File: config.mk
export PLATFORM = sky130hd
export DESIGN_NAME = rob_dispatch
export DESIGN_NICKNAME = d
export VERILOG_FILES = /design/src/rtl/rob_pkg.sv /design/src/rtl/rob_dispatch_rename_table.sv /design/src/rtl/rob_dispatch.sv
export SDC_FILE = /design/constraint.sdc
export NUM_CORES = 1
export LEC_CHECK = 0
export ABC_AREA = 1
export CORE_MARGIN = 2
export CORE_UTILIZATION = 53
export DETAILED_ROUTE_END_ITERATION = 12
export GPL_TIMING_DRIVEN = 0
export PLACE_DENSITY = 0.77
export SLEW_MARGIN = 20
export SYNTH_ARGS = -nofsm -noshare
export SYNTH_HDL_FRONTEND = slang
export SYNTH_SLANG_ARGS = --single-unit
File: constraint.sdc
create_clock -name clk -period 2.5 [get_ports clk]
set_clock_uncertainty 0.2 [all_clocks]
set_input_delay 0.25 -clock clk [delete_from_list [all_inputs] [get_ports clk]]
set_output_delay 0.25 -clock clk [all_outputs]
set_load 0.01 [all_outputs]
File: src/rtl/rob_pkg.sv
// Shared ROB definitions used by dispatch, commit and the reservation stations.
// Latency: n/a (types and constants only).
// Backpressure: n/a.
package rob_pkg;
    localparam int ROB_DEPTH = 8;
    localparam int NREG      = 32;
    localparam int TW        = $clog2(ROB_DEPTH);
    localparam int RW        = $clog2(NREG);

    typedef struct packed {
        logic          valid;
        logic [TW-1:0] tag;
    } rename_t;
endpackage

File: src/rtl/rob_dispatch_rename_table.sv
// Register rename table: maps each architectural register to its in-flight ROB tag.
// Latency: reads combinational, set/clear visible the edge after they are applied.
// Backpressure: none; always accepts set/clear/flush.
// Ports: 2 read ports (rd_idx*/rd_dat*), set port (set_*), conditional clear
// (clr_*, only when stored tag matches clr_tag), flush clears every valid bit.
module rename_table
    import rob_pkg::*;
(
    input  logic          clk,
    input  logic          rst_n,
    input  logic [RW-1:0] rd_idx1,
    input  logic [RW-1:0] rd_idx2,
    output rename_t       rd_dat1,
    output rename_t       rd_dat2,
    input  logic          set_en,
    input  logic [RW-1:0] set_idx,
    input  logic [TW-1:0] set_tag,
    input  logic          clr_en,
    input  logic [RW-1:0] clr_idx,
    input  logic [TW-1:0] clr_tag,
    input  logic          flush
);
    rename_t tbl [NREG];

    assign rd_dat1 = tbl[rd_idx1];
    assign rd_dat2 = tbl[rd_idx2];

    always_ff @(posedge clk or negedge rst_n) begin
        if (!rst_n) begin
            for (int i = 0; i < NREG; i++) tbl[i] <= '0;
        end else if (flush) begin
            for (int i = 0; i < NREG; i++) tbl[i] <= '0;
        end else begin
            // Only drop the mapping if no younger producer has replaced it.
            if (clr_en && tbl[clr_idx].tag == clr_tag) tbl[clr_idx].valid <= 1'b0;
            // Placed after the clear so a same-register dispatch overrides it.
            if (set_en) tbl[set_idx] <= '{valid: 1'b1, tag: set_tag};
        end
    end
endmodule

File: src/rtl/rob_dispatch.sv
// ROB allocation/rename: assigns tail tags, renames dests, resolves source readiness.
// Latency: one cycle from dispatch handshake to registered rs_* packet.
// Backpressure: disp_ready low when ROB full or flushing; commit never bypasses a full ROB.
// Ports: disp_* in-order instruction input, cmt_valid head retire pulse, flush,
// rs_* registered packet to the reservation stations, rob_* status registers.
module rob_dispatch
    import rob_pkg::*;
#(
    parameter int ROB_DEPTH = rob_pkg::ROB_DEPTH,
    parameter int NREG      = rob_pkg::NREG,
    localparam int TW       = $clog2(ROB_DEPTH),
    localparam int RW       = $clog2(NREG)
) (
    input  logic          clk,
    input  logic          rst_n,
    input  logic          disp_valid,
    output logic          disp_ready,
    input  logic [31:0]   disp_instr,
    input  logic          disp_has_dest,
    input  logic [RW-1:0] disp_dest,
    input  logic [RW-1:0] disp_src1,
    input  logic [RW-1:0] disp_src2,
    input  logic          cmt_valid,
    input  logic          flush,
    output logic          rs_valid,
    output logic [TW-1:0] rs_tag,
    output logic [31:0]   rs_instr,
    output logic          rs_src1_busy,
    output logic          rs_src2_busy,
    output logic [TW-1:0] rs_src1_tag,
    output logic [TW-1:0] rs_src2_tag,
    output logic [TW-1:0] rob_head,
    output logic [TW-1:0] rob_tail,
    output logic [TW:0]   rob_count,
    output logic          rob_empty,
    output logic          rob_full
);
    localparam logic [TW:0] DEPTH_C = (TW+1)'(ROB_DEPTH);

    logic [TW-1:0]        head, tail;
    logic [TW:0]          count;
    logic [RW-1:0]        ent_dest [ROB_DEPTH];
    logic [ROB_DEPTH-1:0] ent_hd;

    logic    disp_fire, cmt_fire, clr_en;
    logic    busy1, busy2;
    rename_t map1, map2;

    assign disp_ready = (count < DEPTH_C) && !flush;
    assign disp_fire  = disp_valid && disp_ready;
    assign cmt_fire   = cmt_valid && (count != '0);
    assign clr_en     = cmt_fire && ent_hd[head];

    rename_table u_rename (
        .clk     (clk),
        .rst_n   (rst_n),
        .rd_idx1 (disp_src1),
        .rd_idx2 (disp_src2),
        .rd_dat1 (map1),
        .rd_dat2 (map2),
        .set_en  (disp_fire && disp_has_dest),
        .set_idx (disp_dest),
        .set_tag (tail),
        .clr_en  (clr_en),
        .clr_idx (ent_dest[head]),
        .clr_tag (head),
        .flush   (flush)
    );

    // The retiring producer writes the register file on this same edge, so a
    // consumer of that tag can read the value directly instead of waiting.
    assign busy1 = map1.valid && !(clr_en && map1.tag == head);
    assign busy2 = map2.valid && !(clr_en && map2.tag == head);

    always_ff @(posedge clk or negedge rst_n) begin
        if (!rst_n) begin
            head         <= '0;
            tail         <= '0;
            count        <= '0;
            ent_hd       <= '0;
            for (int i = 0; i < ROB_DEPTH; i++) ent_dest[i] <= '0;
            rs_valid     <= 1'b0;
            rs_tag       <= '0;
            rs_instr     <= '0;
            rs_src1_busy <= 1'b0;
            rs_src2_busy <= 1'b0;
            rs_src1_tag  <= '0;
            rs_src2_tag  <= '0;
        end else if (flush) begin
            tail     <= head;
            count    <= '0;
            rs_valid <= 1'b0;
        end else begin
            rs_valid <= disp_fire;
            if (disp_fire) begin
                tail         <= tail + TW'(1);
                ent_hd[tail] <= disp_has_dest;
                if (disp_has_dest) ent_dest[tail] <= disp_dest;
                rs_tag       <= tail;
                rs_instr     <= disp_instr;
                rs_src1_busy <= busy1;
                rs_src2_busy <= busy2;
                rs_src1_tag  <= map1.tag;
                rs_src2_tag  <= map2.tag;
            end
            if (cmt_fire) head <= head + TW'(1);
            case ({disp_fire, cmt_fire})
                2'b10:   count <= count + 1'b1;
                2'b01:   count <= count - 1'b1;
                default: count <= count;
            endcase
        end
    end

    assign rob_head  = head;
    assign rob_tail  = tail;
    assign rob_count = count;
    assign rob_empty = (count == '0);
    assign rob_full  = (count == DEPTH_C);
endmodule

==> results of run 1 <==
## layer usage
metal,wire [µm],up-vias,track usage
li1,-,6648,-
met1,22000,7167,0.568
met2,25800,1236,0.683
met3,7860,325,0.127
met4,4710,0,0.262
met5,0,-,0
## critical path, delay by kind of cell, from the launching register on
| family | cells | cell delay [ps] |
|---|---|---|
| compound gates | 3 | 340 |
| buf+inv | 5 | 730 |
| simple gates | 12 | 1280 |
| flops | 1 | 470 |
## final timing paths
kind	from	end	slack, ps
min in group asynchronous	rst_n	u_rename.tbl[82]	500
min reg2reg	rs_instr[18]	rs_instr[18]	280
max	rob_head[0]	u_rename.tbl[71]	-720
max reg2reg	rob_head[0]	u_rename.tbl[71]	-720
min	disp_instr[4]	rs_instr[4]	10
max in group asynchronous	rst_n	u_rename.tbl[113]	280
## sequential cells by signal, indices dropped and copies added (netlist names)
register      count
u_rename.tbl    128
ent_dest         40
rs_instr         32
ent_hd            8
rob_count         4
rob_head          3
rob_tail          3
rs_src1_tag       3
rs_src2_tag       3
rs_tag            3
rs_src1_busy      1
rs_src2_busy      1
rs_valid          1
## through the flow
| step | hold WS [ps] | total power, mW | cells | area, µm² |
|---|---|---|---|---|
| final | 11.8 | 22.9 | 2443 | 17000 |
| after global routing | 25.3 | 23.9 | 2443 | 17000 |
| after CTS | 3.03 | 21.1 | 2433 | 16500 |
| after detailed placement | -37.4 | 15.1 | 2353 | 15000 |
| after global placement | 262 | 15.0 | 2351 | 14900 |
| after floorplan | -246 | 11.3 | 1920 | 13500 |
## cell usage in the layout (no fill, tap or decap), types with 16 or more instances in the layout
master             n
o21ai_1           16
inv_1            161
clkdlybuf4s50_1   98
nand2_1          500
o211ai_1          46
nand3_2           24
o21ai_0          277
buf_4             27
clkbuf_16         29
nand3_1           69
clkbuf_1          55
a21oi_1           88
nand2_2           43
dfrtp_1          229
nand3b_1          35
o22ai_1           23
nor2_1           189
clkbuf_2          23
## cell families (layout without fill, tap and decap cells)
family          after synthesis  count (layout)  share of synthesized area
xor+xnor                      9               9                    0.00588
fa+ha+maj                     5               5                    0.00523
buf+inv                     286             479                     0.0856
compound gates              492             492                      0.201
flops                       230             230                      0.430
simple gates                898             898                      0.273
## power by group through the flow
stage	combinational (mW)	clock (mW)	sequential, mW
floorplan	6.37	0	4.94
global placement	10.1	0	4.84
detailed placement	10.2	0	4.85
CTS	12.4	3.87	4.80
global route	14.9	4.03	4.90
finish	14.2	3.91	4.83
## area by class of cell
type	count	area share
plain buffers	113	0.0409
clock buffers	39	0.0454
clock inverters	8	0.00583
inverters	173	0.0395
multi-input cells	1404	0.414
flip-flops and latches	230	0.339
well taps	330	0.0243
repair buffers	146	0.0910
## what timing repair did
item                                    CTS  global route
endpoints found under the setup margin  151            74
gates resized for setup                 118           147
cloned                                    5             3
pin swaps                                25            58
hold buffers                              6             0
buffers inserted                         22            10
endpoints found under the hold margin   244             0
==> flow_summary.toml, run 1 <==
[yosys]
syn_inst = 1920
ys_seq_area_frac = 0.430
synth.area.top_cells = "dfrtp_1, nand2_1, o21ai_0"
synth_top_area_share = 0.430
synthTopCellsByCount = "nand2_1, o21ai_0, dfrtp_1"
yosysUniqueCellTypes = 36
yosysWarnings = 0
syn_area_mm2 = 0.0134
synth_most_common_cell = "nand2_1"
synth_fp_nets = 1978
ys_ff_latch = 230
synth.avg_cell_area_um2 = 6.98
synth_edf_count = 0
synth_ff_type = "dfrtp_1"
yosysTopAreaCell = "dfrtp_1"
async_flop_share = 1.00

[power_and_ir_drop]
power_frac_seq = 0.210
power_switching_mw = 10.9
p_sw_frac = 0.475
p_comb_frac = 0.619
power_density_mw_per_mm2 = 1350
irDropWorstVdd_uv = 1050
leakage_nw = 7.52
clkPwrFrac = 0.170
internal-power_mw = 12.0

[critical_path]
cpMostUsedCell = "nand2_1"
path_class = "register to register"
max_stage_delay_ps = 470
r2r_cells = 20
start_kind = "register"
cp_max_fo = 10
endpoint_kind = "register"
critical_path_arrival_ps = 3410
crit_required_ps = 2690
cp_slowest_cell = "dfrtp_2"
path_cells = "buf_6 > buf_4 > a21oi_2 > o21ai_1 > nand3_1 > nand2_2 > inv_2 > nand2_4 > nor2_4 > nand2_1 > nand2_1 > nor2_2 > nand2_2 > nor2_2 > nor2_4 > buf_12 > buf_8 > nand3_2 > nand2_1 > a21oi_1"

[timing]
min_period_over_period = 1.29
final-max-slew-violation-count = 0
worst_pin_slew_ps = 999
setup_ws_ps = -717
rsz0062_at_grt = "yes"
min_period_ps = 3220
fmax_mhz = 311
setup_viol = 33
setup_tns_ps = -21860
relSlewSlack = 0.334
hold_viol_final = 0

[detailed_routing]
drt_iter0_drc = 2140
vias = 15400
post_drt_wl_per_cell_um = 24.7
drtPass1Iterations = 6
drcViolationCount = 0
vias_per_cell = 6.29
antenna_left = 0
drt_wl_total_mm = 60.4

[place]
place.port_buffers = 101
place_hpwl_mm = 42.3
routabilityCongestion = 1.09
pre_cts_ws_ps = -1320

[run]
maxCapViolCount = 0

[die]
coreArea_mm2 = 0.0250
fp-row-count = 58
die_w_um = 163
die_h_um = 163
initial_core_util = 0.535
pin_count = 110
dieArea_mm2 = 0.0266

[clock_network]
clk_pin_slew_worst_paths_ps = 70
cts_buffers = 26
htree_levels = 1
clock-sinks = 230
clock_path_buffers = 3
clk_latency_ps = 570
cts_tree = "yes"
cts-root-buf = "clkbuf_16"

[global_route]
grt_pass1_vias = 14400
track_usage = 0.447
antenna_found_initial = 1
grt_max_degree = 96
grt_pass1_wl_mm = 88.0
grt.overflow.total = 0

[hold_path]
hold_path_class = "input port to register"
min_delay_path_depth = 3

[cells_and_area]
multi_input_area_mm2 = 0.00702
antenna_cells = 0
drive_gt1_frac = 0.127
seq_area_mm2 = 0.00576
layout.nets = 2152
fillers = 2098
areaGrowthSynthToFinish_pct = 26.6
final_core_util = 0.678

[run_status]
violations = "negative setup slack"
outcome = "finished with violations"
No activity file was read; power rests on OpenSTA's default activity.
==> run 2, diff against run 1 <==
- CORE_UTILIZATION: 53 -> 40
- PLACE_DENSITY: 0.77 -> not set
==> run 2 against run 1 <==
Via count decreased by 3.4%. Die area increased by 32%. Sequential power about the same. The run ends with negative hold slack, negative setup slack left. Design area increased by 2.3%. Setup slack improved by 5.7 ps. Flip-flop and latch count unchanged. Maximum frequency increased by 0.18%.
==> flow_summary.toml, run 2 (synthesized netlist as in run 1, its figures left out) <==
[die]
initial_core_util = 0.403
die_h_um = 187
coreArea_mm2 = 0.0333
fp-row-count = 67
pin_count = 110
dieArea_mm2 = 0.0350
die_w_um = 187

[timing]
final-max-slew-violation-count = 0
hold_slack_ps = -6.28
rsz0062_at_grt = "yes"
min_period_over_period = 1.28
setup_ws_ps = -712
fmax_mhz = 311
relSlewSlack = 0.368
setup_viol = 32
worst_pin_slew_ps = 949
min_period_ps = 3210
hold_viol_final = 2

[cells_and_area]
largest_reg_flops = 128
areaGrowthSynthToFinish_pct = 29.5
largestRegisters = "u_rename.tbl: 128 flops, ent_dest: 40 flops, rs_instr: 32 flops"
fillers = 3349
top_register = "u_rename.tbl"
layout.nets = 2153
drive_gt1_frac = 0.138
final_cell_mix = "nand2_1, o21ai_0, dfrtp_1, nor2_1, inv_1"
final_core_util = 0.521
antenna_cells = 0
final_common_cell = "nand2_1"

[place]
routabilityCongestion = 1.02
place.port_buffers = 101
place_hpwl_mm = 44.5

[critical_path]
cp_max_fo = 8
crit_required_ps = 2690
r2r_cells = 24
r2r_start = "rob_head[0]"
r2r_slack_ps = -710
endpoint_kind = "register"
path_class = "register to register"
critical_path_arrival_ps = 3400
start_kind = "register"
worst_r2r_endpoint = "u_rename.tbl[111]"

[detailed_routing]
post_drt_wl_per_cell_um = 24.3
drt_wl_total_mm = 62.3
drcViolationCount = 0
antenna_left = 0
vias = 14900
drtPass1Iterations = 6
drt_iter0_drc = 1691
vias_per_cell = 5.80

[clock_network]
clk_latency_ps = 560
clk_pin_slew_worst_paths_ps = 70
cts_buffers = 27
clock-sinks = 230
htree_levels = 1
cts_tree = "yes"
clock_path_buffers = 3
cts-root-buf = "clkbuf_16"

[power_and_ir_drop]
irDropWorstVdd_uv = 930
p_comb_frac = 0.633
power_frac_seq = 0.202
internal-power_mw = 12.6
leakage_nw = 7.63
power_switching_mw = 11.2
power_density_mw_per_mm2 = 1370
clkPwrFrac = 0.165
p_sw_frac = 0.472

[hold_path]
hold_path_class = "input port to asynchronous set/reset pin"

[run_status]
outcome = "finished with violations"
violations = "negative hold slack, negative setup slack"

[run]
maxCapViolCount = 0

[global_route]
grt_pass1_wl_mm = 91.4
antenna_found_initial = 0
grt.overflow.total = 0
grt_pass1_vias = 14200
grt_max_degree = 93
track_usage = 0.348
==> run 2: cell count changes in the layout (fill, tap and decap cells not counted), sizes merged <==
cell,change
buf,+3
clkbuf,+2
clkdlybuf4s50,-2
clkinv,-1
clkinvlp,-2
dlygate4sd3,-1
dlymetal6s2s,+2
inv,+1
==> run 2: power groups by stage <==
stage	clock [mW]	combinational, mW	sequential, mW
floorplan	0	6.37	4.94
global placement	0	10.4	4.86
detailed placement	0	10.5	4.86
CTS	3.98	13.4	4.81
global route	4.13	15.8	4.89
finish	3.92	15.1	4.82
==> run 2: repair_timing <==
action | CTS | global route
endpoints found under the setup margin | 157 | 57
hold endpoints to repair | 157 | 0
pin swaps | 31 | 47
gates resized for setup | 199 | 115
hold buffers | 5 | 0
setup buffers | 24 | 5
cloned | 8 | 2
==> run 2: worst max path at each step <==
stage | start | to | slack, ps | cells after the start
2_1_floorplan | rob_head[0] | u_rename.tbl[79] | -60 | 22
3_3_place_gp | rst_n | rob_head[0] | -10220 | 1
3_5_place_dp | disp_src2[1] | rs_src2_busy | -1370 | 13
4_1_cts | rob_head[0] | u_rename.tbl[39] | -600 | 25
5_1_grt | rob_head[0] | u_rename.tbl[19] | -830 | 24
6_report | rob_head[0] | u_rename.tbl[111] | -710 | 24
==> run 2: critical path: stages (launching register included) <==
cell	delay (ps)
dfrtp_2	450
buf_12	150
buf_12	140
nand2_4	60
nand3_4	60
nand3_4	150
nand2_4	80
buf_12	160
buf_12	150
nand2_4	50
nand2_2	40
nand2_1	50
nand2_1	60
nand2_2	110
nand2_4	90
nor2_4	160
nand2_1	70
nand2_1	70
nand2_2	100
nor2_4	140
buf_12	160
clkbuf_16	160
nand3_2	60
nand2_2	60
a21oi_2	50
==> run 2: metrics by stage <==
stage	cells	total power [mW]	setup slack, ps	setup TNS (ps)	cell area [µm²]
after floorplan	1920	11.3	-58.6	-1750	13500
after global placement	2469	15.3	-10220	-2262770	15000
after detailed placement	2471	15.4	-1370	-124920	15100
final	2563	23.8	-712	-21860	17300
after CTS	2557	22.1	-602	-18580	17000
after global routing	2563	24.8	-827	-25250	17300
==> run 2: cell type report <==
class | instances | area (µm²) | share of cell area
buffer | 112 | 747 | 0.0431
clock buffer | 43 | 796 | 0.0459
clock inverter | 6 | 70.1 | 0.00404
sequential | 230 | 5760 | 0.332
multi-input combinational | 1404 | 7120 | 0.411
tap | 448 | 561 | 0.0323
inverter | 173 | 672 | 0.0387
timing repair buffer | 147 | 1620 | 0.0933
==> run 2: routing by layer <==
| layer | GRT usage | wire (µm) | vias to the layer above |
|---|---|---|---|
| met4 | 0.176 | 3890 | 0 |
| met2 | 0.528 | 26300 | 911 |
| met1 | 0.468 | 25200 | 7055 |
| met5 | 0 | 0 | - |
| met3 | 0.0797 | 6910 | 235 |
| li1 | - | - | 6659 |
